===== src/rtl/systolic_sequencer_pkg.sv =====
// -----------------------------------------------------------------------------
// systolic_pkg
// Shared definitions for the systolic sequencer:
//   state_t   - sequencer FSM states
//   DEFAULT_W - default operand width (matches the Element a_in/b_in width)
//   last_cnt  - final RUN count value for an N x N grid with inner dimension K
// -----------------------------------------------------------------------------
package systolic_pkg;

   typedef enum logic [1:0] {
      IDLE  = 2'd0,
      CLEAR = 2'd1,
      RUN   = 2'd2,
      DONE  = 2'd3
   } state_t;

   localparam int DEFAULT_W = 8;

   // The last operand pair reaches PE(N-1,N-1) at count K+2N-2 (lane skew of
   // N-1 plus N-1 forwarding stages plus the one-cycle fetch latency); its
   // c_out is registered one cycle later, which is the final RUN count.
   function automatic int last_cnt(input int n, input int k);
      return k + 2 * n - 1;
   endfunction

endpackage


===== src/rtl/systolic_sequencer_skew_line.sv =====
// -----------------------------------------------------------------------------
// skew_line
// DEPTH-stage register delay used to stagger one operand lane into the grid.
// DEPTH = 0 degenerates to a plain wire.
// Ports:
//   i_clock  in  1  system clock, rising edge
//   i_clear  in  1  synchronous clear of every stage (active high)
//   i_data   in  W  lane data entering the delay
//   o_data   out W  lane data delayed by DEPTH cycles
// -----------------------------------------------------------------------------
module skew_line #(
   parameter int W     = 8,
   parameter int DEPTH = 1
) (
   input  logic         i_clock,
   input  logic         i_clear,
   input  logic [W-1:0] i_data,
   output logic [W-1:0] o_data
);

   generate
      if (DEPTH == 0) begin : g_wire
         // No stages: clock and clear are intentionally left without effect.
         logic w_unused_ctrl;
         assign w_unused_ctrl = i_clock ^ i_clear;
         assign o_data        = i_data;
      end else begin : g_regs
         logic [W-1:0] r_stage [DEPTH];

         always_ff @(posedge i_clock) begin
            if (i_clear) begin
               for (int s = 0; s < DEPTH; s++) begin
                  r_stage[s] <= '0;
               end
            end else begin
               r_stage[0] <= i_data;
               for (int s = 1; s < DEPTH; s++) begin
                  r_stage[s] <= r_stage[s-1];
               end
            end
         end

         assign o_data = r_stage[DEPTH-1];
      end
   endgenerate

endmodule


===== src/rtl/systolic_sequencer.sv =====
// -----------------------------------------------------------------------------
// systolic_sequencer
// Runs one N x N grid of Element PEs through C = A(NxK) * B(KxN): clears the
// accumulators, streams one column of A and one row of B per cycle out of the
// operand buffers, skews them onto the west/north edge lanes and pulses done
// once every PE c_out holds its final dot product.
// Ports:
//   i_clock        in  1    system clock, rising edge
//   i_reset        in  1    synchronous reset, active high
//   i_start        in  1    begin a run (only looked at in IDLE)
//   o_busy         out 1    high in CLEAR and RUN
//   o_done         out 1    one-cycle pulse, all c_out values final
//   o_mem_rd       out 1    operand buffer read strobe
//   o_mem_addr     out CK   beat index k
//   i_mem_a_col    in  N*W  A[i][k] on lane i, valid one cycle after o_mem_rd
//   i_mem_b_row    in  N*W  B[k][j] on lane j, same timing
//   o_a_lane       out N*W  west edge lanes, lane i -> PE(i,0).a_in
//   o_b_lane       out N*W  north edge lanes, lane j -> PE(0,j).b_in
//   o_array_clear  out 1    reset for every Element
// -----------------------------------------------------------------------------
module systolic_sequencer
   import systolic_pkg::*;
#(
   parameter  int N  = 4,
   parameter  int K  = 4,
   parameter  int W  = DEFAULT_W,
   localparam int CK = (K > 1) ? $clog2(K) : 1
) (
   input  logic           i_clock,
   input  logic           i_reset,
   input  logic           i_start,
   output logic           o_busy,
   output logic           o_done,
   output logic           o_mem_rd,
   output logic [CK-1:0]  o_mem_addr,
   input  logic [N*W-1:0] i_mem_a_col,
   input  logic [N*W-1:0] i_mem_b_row,
   output logic [N*W-1:0] o_a_lane,
   output logic [N*W-1:0] o_b_lane,
   output logic           o_array_clear
);

   localparam int            LAST     = last_cnt(N, K);
   localparam int            CW       = $clog2(K + 2 * N);
   localparam logic [CW-1:0] LAST_CNT = CW'(LAST);
   localparam logic [CW-1:0] K_CNT    = CW'(K);

   state_t         r_state;
   state_t         w_state_next;
   logic [CW-1:0]  r_cnt;
   logic [CW-1:0]  w_cnt_next;
   logic           r_array_clear;
   logic           r_rd_valid;
   logic           w_mem_rd;
   logic [N*W-1:0] w_a_gated;
   logic [N*W-1:0] w_b_gated;

   // ---------------------------------------------------------------- state
   // array_clear is registered so it stays high for the cycle that follows a
   // reset edge (including a reset issued mid-run) as well as in CLEAR.
   always_ff @(posedge i_clock) begin
      if (i_reset) begin
         r_state       <= IDLE;
         r_cnt         <= '0;
         r_array_clear <= 1'b1;
         r_rd_valid    <= 1'b0;
      end else begin
         r_state       <= w_state_next;
         r_cnt         <= w_cnt_next;
         r_array_clear <= (w_state_next == CLEAR);
         r_rd_valid    <= w_mem_rd;
      end
   end

   always_comb begin
      w_state_next = r_state;
      w_cnt_next   = r_cnt;
      unique case (r_state)
         IDLE: begin
            if (i_start) begin
               w_state_next = CLEAR;
            end
         end
         CLEAR: begin
            w_cnt_next   = '0;
            w_state_next = RUN;
         end
         RUN: begin
            if (r_cnt == LAST_CNT) begin
               w_state_next = DONE;
            end else begin
               w_cnt_next = r_cnt + CW'(1);
            end
         end
         DONE: begin
            w_state_next = IDLE;
         end
         default: begin
            w_state_next = IDLE;
         end
      endcase
   end

   // ---------------------------------------------------------------- outputs
   assign w_mem_rd      = (r_state == RUN) && (r_cnt < K_CNT);
   assign o_mem_rd      = w_mem_rd;
   assign o_mem_addr    = w_mem_rd ? r_cnt[CK-1:0] : '0;
   assign o_busy        = (r_state == CLEAR) || (r_state == RUN);
   assign o_done        = (r_state == DONE);
   assign o_array_clear = r_array_clear;

   // ---------------------------------------------------------------- skew
   // Buffer data is only trusted in the cycle after a read we issued; anything
   // else is replaced by zeros, which leave the accumulators untouched.
   assign w_a_gated = r_rd_valid ? i_mem_a_col : '0;
   assign w_b_gated = r_rd_valid ? i_mem_b_row : '0;

   genvar gi;
   generate
      for (gi = 0; gi < N; gi++) begin : g_lane
         skew_line #(
            .W     (W),
            .DEPTH (gi)
         ) u_skew_a (
            .i_clock (i_clock),
            .i_clear (i_reset),
            .i_data  (w_a_gated[gi*W +: W]),
            .o_data  (o_a_lane[gi*W +: W])
         );

         skew_line #(
            .W     (W),
            .DEPTH (gi)
         ) u_skew_b (
            .i_clock (i_clock),
            .i_clear (i_reset),
            .i_data  (w_b_gated[gi*W +: W]),
            .o_data  (o_b_lane[gi*W +: W])
         );
      end
   endgenerate

endmodule


===== config.mk =====
export PLATFORM = sky130hd
export DESIGN_NAME = systolic_sequencer
export DESIGN_NICKNAME = d
export VERILOG_FILES = /design/src/rtl/systolic_sequencer_pkg.sv /design/src/rtl/systolic_sequencer_skew_line.sv /design/src/rtl/systolic_sequencer.sv
export SDC_FILE = /design/constraint.sdc
export NUM_CORES = 1
export LEC_CHECK = 0
export ABC_AREA = 0
export CORE_MARGIN = 4
export CORE_UTILIZATION = 45
export CTS_CLUSTER_DIAMETER = 120
export CTS_CLUSTER_SIZE = 24
export DETAILED_ROUTE_END_ITERATION = 8
export DONT_BUFFER_PORTS = 1
export GPL_ROUTABILITY_DRIVEN = 0
export SYNTH_ARGS = -nofsm -noshare
export SYNTH_HDL_FRONTEND = slang
export SYNTH_SLANG_ARGS = --single-unit

===== constraint.sdc =====
create_clock -name i_clock -period 1.7 [get_ports i_clock]
set_input_delay 0.17 -clock i_clock [delete_from_list [all_inputs] [get_ports i_clock]]
set_output_delay 0.17 -clock i_clock [all_outputs]
set_load 0.05 [all_outputs]

==> results of run 1 <==
path summary, 6_finish.rpt:
path | startpoint | end | slack, ns | cells past startpoint
setup / recovery | r_state[0] | o_mem_addr[0] | 0.08 | 4
hold / removal | i_reset | r_state[1] | 0.12 | 2
setup reg to reg | r_cnt[0] | o_array_clear | 0.28 | 4
hold reg to reg | g_lane[3].u_skew_a.g_regs.r_stage[0][12] | g_lane[3].u_skew_a.g_regs.r_stage[0][20] | 0.44 | 1
cells in the final DEF, fill, tap and decap left out, types with 2 or more instances in the layout:
cell type      instances
buf_4                  7
nor3b_4                2
a21oi_1                4
nor2b_1               50
clkinv_8               2
nand3_1                2
ha_1                   4
and2_1                65
dlygate4sd3_1         48
o21ai_1                3
clkbuf_8               9
dfxtp_1              102
nor2_1                 2
and2_4                 2
through the flow:
stage,cells,utilization,setup slack [ns]
2_1_floorplan,298,-,-0.0183
3_3_place_gp,355,0.445,0.419
4_1_cts,422,0.547,0.0165
6_report,424,0.549,0.0802
3_5_place_dp,355,0.445,0.313
5_1_grt,424,0.549,0.00237
cells in the mapped netlist:
cell type / count / area, um^2
o21ai_0: 1 / 5.00
dfxtp_1: 104 / 2080
and2b_1: 1 / 7.51
nand2_1: 1 / 3.75
nand3b_1: 1 / 7.51
buf_4: 35 / 263
buf_1: 4 / 15.0
inv_2: 1 / 3.75
a41oi_1: 1 / 8.76
nor3_1: 1 / 5.00
nor4_1: 1 / 6.26
nor3b_1: 1 / 7.51
buf_6: 1 / 11.3
clkbuf_1: 3 / 11.3
and4b_1: 1 / 10.0
o21ai_1: 3 / 15.0
nand3b_4: 1 / 20.0
buf_2: 2 / 10.0
nor3b_2: 1 / 12.5
inv_1: 2 / 7.51
nor2_1: 2 / 7.51
nor3b_4: 1 / 18.8
and2_1: 67 / 419
nand3_1: 2 / 10.0
a21oi_1: 4 / 20.0
o41ai_2: 1 / 16.3
nor2b_1: 50 / 313
ha_1: 5 / 62.6
kinds of logic (layout without fill, tap and decap cells):
| family | count (synthesis) | after routing | synth area share |
|---|---|---|---|
| DFF | 104 | 104 | 0.616 |
| and+or+nand+nor | 131 | 131 | 0.251 |
| adders and majority gates | 5 | 5 | 0.0185 |
| AOI/OAI and AO/OA | 10 | 10 | 0.0193 |
| buffers and inverters | 48 | 75 | 0.0951 |
state kept, by name, summed over array words and instances (netlist names):
name                            count
r_state                             2
o_array_clear                       1
g_lane.u_skew_a.g_regs.r_stage     48
r_rd_valid                          1
r_cnt                               4
g_lane.u_skew_b.g_regs.r_stage     48
layer usage:
metal	routed length (um)	track usage
met3	699	0.0629
met5	0	0
met4	70	0.0613
met1	2350	0.148
met2	2760	0.227
power by group through the flow:
stage | logic (mW) | clock network [mW] | registers [mW]
2_1_floorplan | 0.774 | 0 | 2.82
3_3_place_gp | 0.744 | 0 | 2.90
3_5_place_dp | 0.760 | 0 | 2.91
4_1_cts | 0.891 | 1.68 | 2.86
5_1_grt | 0.999 | 1.78 | 2.87
6_report | 0.925 | 1.61 | 2.85
final cells by class:
type / instances / share of cell area
repair buffers: 56 / 0.138
multi-input cells: 146 / 0.250
well taps: 99 / 0.0310
flip-flops and latches: 104 / 0.522
inverters: 3 / 0.00344
clock buffers: 9 / 0.0310
clock inverters: 7 / 0.0247
what timing repair did:
action | CTS | global route
hold buffers | 49 | 0
gates resized for setup | 1 | 0
pin swaps | 2 | 1
setup buffers | 2 | 2
hold endpoints to repair | 104 | 0
setup endpoints to repair | 3 | 2
==> impl_metrics.yaml, run 1 <==
synth:
  netlist_area_mm2: 0.00338
  synth_area_per_cell_um2: 11.3
  synth_cell_types: 28
  ys_ff_latch: 104
  seq_area_frac_synth: 0.616
  synth_fp_nets: 370
  synthCells: 298
  yosysWarningCount: 0
clock_network:
  cts_root_buffer: "clkbuf_8"
  htreeDepth: 3
  clk_latency_ns: 0.36
  cts_made_buffers: 9
  ctsLongestPathBuffers: 2
  cts_tree: "yes"
  clock_sinks: 104
  path_clk_slew_ns: 0.10
critical_path:
  startpoint_type: "register"
  endpoint_kind: "output pin"
  crit_path_cell_trace: "inv_4, ha_4, nor3b_4, and2_4"
  critPathBufInv: 1
  cp_max_fo: 5
  crit_required_ns: 1.53
  worstSetupPathType: "register to output pin"
  critPathArrivalTime_ns: 1.45
  crit_path_top_delay_cell: "dfxtp_4"
  crit_path_max_incr_delay_ns: 0.37
  crit_family: "simple AND/OR/NAND/NOR gates"
floorplan:
  die_w_um: 94.7
  die-area_mm2: 0.00896
  initial_core_util: 0.463
  num_io_pins: 137
  core_mm2: 0.00729
  rows: 31
  die_y_um: 94.7
power:
  combPwrFrac: 0.172
  vdd_drop_max_uv: 769
  clockPowerShare: 0.299
  power.share.sequential: 0.529
  switching_power_mw: 1.70
  cellLeakagePower_nw: 1.65
  swShare: 0.317
  p_per_area_mw_per_mm2: 1340
  p_int_mw: 3.67
  total_power_mw: 5.38
detailed_routing:
  drtAntennaViolNets: 0
  first_pass_iters: 4
  viasPerCell: 4.42
  drt-wirelength-per-cell_um: 13.9
  drc: 0
  drtIter0Drc: 47
  num_vias: 1875
  wirelength_mm: 5.87
finish:
  diodes: 0
  postLayoutCellArea_mm2: 0.00400
  drive_gt1_frac: 0.108
  regArea_mm2: 0.00209
  multi_input_area_um2: 1000
  nFillCells: 626
  finalNetCount: 392
  area_growth_pct: 18.4
placed_design:
  detailed_place_hpwl_mm: 3.56
  dpl_cell_area_mm2: 0.00325
  io_buffers: 0
global_routing:
  antenna_found_initial: 0
  grtUsageTotal: 0.136
  grt_max_degree: 56
  grt_pass1_wl_mm: 9.21
  grt_pass1_vias: 1851
  grt.overflow.total: 0
timing:
  post-route-period-util: 0.953
  timing.hold.ws_ns: 0.124
  maxSlewViolCount: 0
  finClkSkew_ns: 0.0129
  worst_slew_pin_slew_ns: 0.516
  hold_viol_final: 0
  timing.slew.headroom: 0.655
  tns_ns: 0
  finalSetupViolCount: 0
  rsz0062_at_grt: "no"
  fmax_ghz: 0.617
  min_period_ns: 1.62
outcome:
  status: "finished, final reports clean"
min_path:
  hp-class: "primary input to register"
job:
  drv_cap: 0
Power figures use the tool's default switching activity.
==> run 2: changes to the inputs <==
CORE_UTILIZATION = 61   (was 45)
PLACE_DENSITY = 0.77   (was unset)
==> impl_metrics.yaml, run 2 (synthesis gave the netlist of run 1 again) <==
global_routing:
  grt_pass1_vias: 1874
  antenna_found_initial: 0
  grtUsageTotal: 0.185
  grt_pass1_wl_mm: 9.07
  grt_max_degree: 56
  grt.overflow.total: 0
timing:
  hold_viol_final: 0
  min_period_ns: 1.64
  maxSlewViolCount: 0
  setup_slack_ns: 0.0613
  post-route-period-util: 0.964
  finalSetupViolCount: 0
  timing.hold.ws_ns: 0.149
  timing.slew.headroom: 0.645
  finClkSkew_ns: 0.00628
  rsz0062_at_grt: "yes"
  worst_slew_pin_slew_ns: 0.532
  fmax_ghz: 0.610
critical_path:
  cp_max_fo: 5
  timing.rr.end: "o_array_clear"
  rrSetupSlack_ns: 0.31
  worstSetupPathType: "register to output pin"
  critPathBufInv: 1
  startpoint_type: "register"
  reg2reg_depth: 4
  startpoint: "r_state[0]"
  timing.rr.start: "r_cnt[0]"
  crit_path_max_incr_delay_ns: 0.37
  crit_path_top_delay_cell: "dfxtp_4"
  crit_path_cell_trace: "inv_4, ha_4, nor3b_4, and2_4"
  critPathArrivalTime_ns: 1.47
  crit_family: "simple AND/OR/NAND/NOR gates"
  crit_required_ns: 1.53
  endpoint_kind: "output pin"
clock_network:
  htreeDepth: 3
  clock_sinks: 104
  cts_made_buffers: 9
  path_clk_slew_ns: 0.09
  ctsLongestPathBuffers: 2
  cts_root_buffer: "clkbuf_8"
  clk_latency_ns: 0.34
  cts_tree: "yes"
detailed_routing:
  viasPerCell: 4.77
  num_vias: 1883
  drtAntennaViolNets: 0
  drt-wirelength-per-cell_um: 15.7
  drtIter0Drc: 135
  drc: 0
  first_pass_iters: 4
  wirelength_mm: 6.19
placed_design:
  pre_cts_ws_ns: 0.369
  io_buffers: 0
  detailed_place_hpwl_mm: 3.64
  dpl_cell_area_mm2: 0.00322
floorplan:
  die-area_mm2: 0.00679
  die_w_um: 82.4
  initial_core_util: 0.645
  rows: 26
  die_y_um: 82.4
  num_io_pins: 137
  core_mm2: 0.00524
power:
  vdd_drop_max_uv: 825
  p_per_area_mw_per_mm2: 1340
  total_power_mw: 5.32
  cellLeakagePower_nw: 1.65
min_path:
  holdPathStages: 2
  hold_path_end: "g_lane[2].u_skew_a.g_regs.r_stage[0][9]"
  min-delay-start: "i_reset"
  hp-class: "primary input to register"
finish:
  mostFrequentLayoutCell: "dfxtp_1"
  postLayoutCellArea_mm2: 0.00398
  multi_input_area_mm2: 0.00102
  finalNetCount: 391
  regArea_mm2: 0.00209
  nFillCells: 327
  area_growth_pct: 17.6
  layout_common_cells: "dfxtp_1, nor2b_1, and2_1, dlygate4sd3_1, and2_2"
  top_regs: "g_lane.u_skew_a.g_regs.r_stage (48), g_lane.u_skew_b.g_regs.r_stage (48), r_cnt (4)"
  drive_gt1_frac: 0.151
outcome:
  status: "finished, final reports clean"
job:
  drv_cap: 0
run 2: power breakdown:
part           switching (mW)  internal [mW]
registers               0.266           2.58
clock network           0.814          0.735
logic                   0.546          0.377
total                    1.63           3.69
run 2: what timing repair did:
| action | CTS | global route |
|---|---|---|
| endpoints found under the hold margin | 103 | 0 |
| pin swaps | 2 | 1 |
| resized for setup | 0 | 17 |
| setup endpoints to repair | 2 | 18 |
| buffers inserted | 1 | 2 |
| hold buffers | 49 | 0 |
run 2: cell type report:
| type | count | area share |
|---|---|---|
| timing repair buffer | 55 | 0.140 |
| sequential | 104 | 0.525 |
| inverter | 3 | 0.00346 |
| antenna | 1 | 0.000630 |
| clock inverter | 5 | 0.0164 |
| tap | 70 | 0.0220 |
| multi-input combinational | 146 | 0.257 |
| clock buffer | 11 | 0.0356 |
run 2: worst register-to-register path, stage by stage (launching register included):
cell and delay (ns):
dfxtp_1 0.43, ha_1 0.30, nand3b_4 0.11, nor3b_4 0.17, o41ai_2 0.30
run 2: metal layers:
layer,track usage,share of wire
met1,0.192,0.37
met2,0.311,0.50
met3,0.0879,0.12
met4,0.0963,0.015
met5,0,0
run 2: worst max-delay path by stage:
stage	to	cells past startpoint
final	o_mem_addr[1]	4
after global placement	o_array_clear	4
after detailed placement	o_mem_addr[1]	3
after floorplan	o_mem_addr[0]	5
after global routing	o_mem_addr[1]	4
after CTS	o_mem_addr[1]	4
run 2: per-stage QoR:
step,std cells,utilization,TNS (ns)
floorplan,298,-,-0.0366
global placement,326,0.615,0
detailed placement,326,0.615,0
CTS,392,0.752,0
global route,394,0.758,-0.0194
finish,395,0.759,0
==> run 3: changes to the inputs <==
ABC_AREA = 1   (was 0)
==> impl_metrics.yaml, run 3 <==
finish:
  finalNetCount: 519
  finalNonFillerCells: 527
  layout_common_cells: "inv_1, dfxtp_1, nor2_1, dlygate4sd3_1, nand2_1"
  drive_gt1_frac: 0.131
  diodes: 0
  mostFrequentLayoutCell: "inv_1"
  area_growth_pct: 15.4
  nFillCells: 437
  top_regs: "g_lane.u_skew_a.g_regs.r_stage (48), g_lane.u_skew_b.g_regs.r_stage (48), r_cnt (4)"
  final_util: 0.721
clock_network:
  clock_sinks: 104
  cts_made_buffers: 9
  path_clk_slew_ns: 0.09
  ctsLongestPathBuffers: 2
  cts_root_buffer: "clkbuf_8"
  clk_latency_ns: 0.34
  htreeDepth: 3
  cts_tree: "yes"
job:
  drv_cap: 0
synth:
  synth.top_cell.area_share: 0.563
  synth_fp_nets: 497
  synth_area_leaders: "dfxtp_1, inv_1, nor2_1"
  ys.flop_type: "dfxtp_1"
  synthCells: 425
  synth_area_per_cell_um2: 8.71
  post-synth-top-count-cell: "inv_1"
  netlist_area_mm2: 0.00370
  seq_area_frac_synth: 0.563
  synth_cell_types: 20
  yosysTopAreaCell: "dfxtp_1"
  ys_ff_latch: 104
  yosysWarningCount: 0
  async_reset_ff_frac: 0
  yosys-top-cells-count: "inv_1, dfxtp_1, nor2_1, buf_4, nand2_1"
  synth_edf_count: 0
power:
  vdd_drop_max_uv: 669
  cellLeakagePower_nw: 1.99
  p_per_area_mw_per_mm2: 1050
timing:
  maxSlewViolCount: 0
  worst_slew_pin_slew_ns: 0.524
  finalSetupViolCount: 0
  setup_slack_ns: 0.107
  finClkSkew_ns: 0.0122
  rsz0062_at_grt: "no"
  hold_viol_final: 0
  timing.slew.headroom: 0.650
  fmax_ghz: 0.628
  tns_ns: 0
  min_period_ns: 1.59
  post-route-period-util: 0.937
detailed_routing:
  wirelength_mm: 6.86
  drtIter0Drc: 72
  drtAntennaViolNets: 0
  drt-wirelength-per-cell_um: 13.0
  viasPerCell: 4.33
  drc: 0
  num_vias: 2281
  first_pass_iters: 4
floorplan:
  die-area_mm2: 0.00738
  rows: 28
  initial_core_util: 0.625
  core_mm2: 0.00592
  die_y_um: 85.9
  num_io_pins: 137
  die_w_um: 85.9
min_path:
  hp-class: "primary input to register"
  min-delay-start: "i_start"
critical_path:
  crit_required_ns: 1.53
  startpoint: "r_state[0]"
  timing.rr.start: "r_cnt[0]"
  worstSetupPathType: "register to output pin"
  critPathArrivalTime_ns: 1.42
  endpoint_kind: "output pin"
  startpoint_type: "register"
  cp_max_fo: 4
global_routing:
  grt_pass1_vias: 2439
  grtUsageTotal: 0.193
  grt_max_degree: 56
  grt.overflow.total: 0
  grt_pass1_wl_mm: 10.9
  antenna_found_initial: 0
placed_design:
  pre_cts_ws_ns: 0.373
  dp.cells: 460
  io_buffers: 0
  detailed_place_hpwl_mm: 4.29
outcome:
  status: "finished, final reports clean"
[run 3: changes by cell type after synthesis, sizes merged, moves of 30 or more]
cell	change
nand2	+30
nor2b	-50
inv	+120
nor2	+100
and2	-67
[run 3: final timing paths]
| kind | endpoint | slack (ns) | depth (start not counted) |
|---|---|---|---|
| setup / recovery | o_mem_addr[1] | 0.11 | 7 |
| hold / removal | o_array_clear | 0.12 | 4 |
| setup reg to reg | r_cnt[0] | 0.47 | 6 |
| hold reg to reg | g_lane[3].u_skew_a.g_regs.r_stage[0][9] | 0.40 | 2 |
[run 3: metrics by stage]
step	power [mW]	area (um^2)	hold WS (ns)
CTS	4.55	4270	0.103
global route	4.70	4270	0.139
floorplan	3.00	3740	0.282
detailed placement	3.02	3560	0.248
finish	4.50	4270	0.125
global placement	3.01	3560	0.244
[run 3: layout make-up]
class	count	area [um^2]	share of cell area
repair buffers	56	591	0.138
inverters	123	464	0.109
well taps	75	93.8	0.0220
multi-input cells	153	845	0.198
clock inverters	6	52.6	0.0123
clock buffers	10	138	0.0322
flip-flops and latches	104	2090	0.489
[run 3: per-layer routing]
layer | share of wire | up-vias | global-route usage
met3 | 0.061 | 10 | 0.0528
met4 | 0.015 | 0 | 0.0763
met1 | 0.34 | 997 | 0.175
met2 | 0.58 | 92 | 0.393
li1 | - | 1182 | -
met5 | 0 | - | 0
[run 3: what timing repair did]
action                                  4_1_cts  5_1_grt
resized for setup                             1        0
pin swaps                                     0        2
hold endpoints to repair                    104        0
setup buffers                                 2        0
endpoints found under the setup margin        5        2
cloned                                        0        0
hold buffers                                 49        0
[run 3: critical path, cell delays in order (launching register included)]
cell	delay, ns
dfxtp_2	0.34
inv_2	0.08
ha_4	0.15
inv_2	0.06
nor3_4	0.13
inv_2	0.09
nor2_4	0.11
buf_12	0.14
[run 3: cell families after synthesis]
| kind of cell | count (synthesis) | share of synthesized area |
|---|---|---|
| flip-flops | 104 | 0.563 |
| AND/OR/NAND/NOR | 139 | 0.188 |
| adder cells (fa/ha/maj) | 5 | 0.0169 |
| buffers and inverters | 168 | 0.219 |
| AO/OA/AOI/OAI | 9 | 0.0129 |
[run 3: power breakdown]
group	internal (mW)	switching [mW]
clock network	0.594	0.814
registers	2.49	0.111
logic	0.177	0.308
total	3.27	1.23
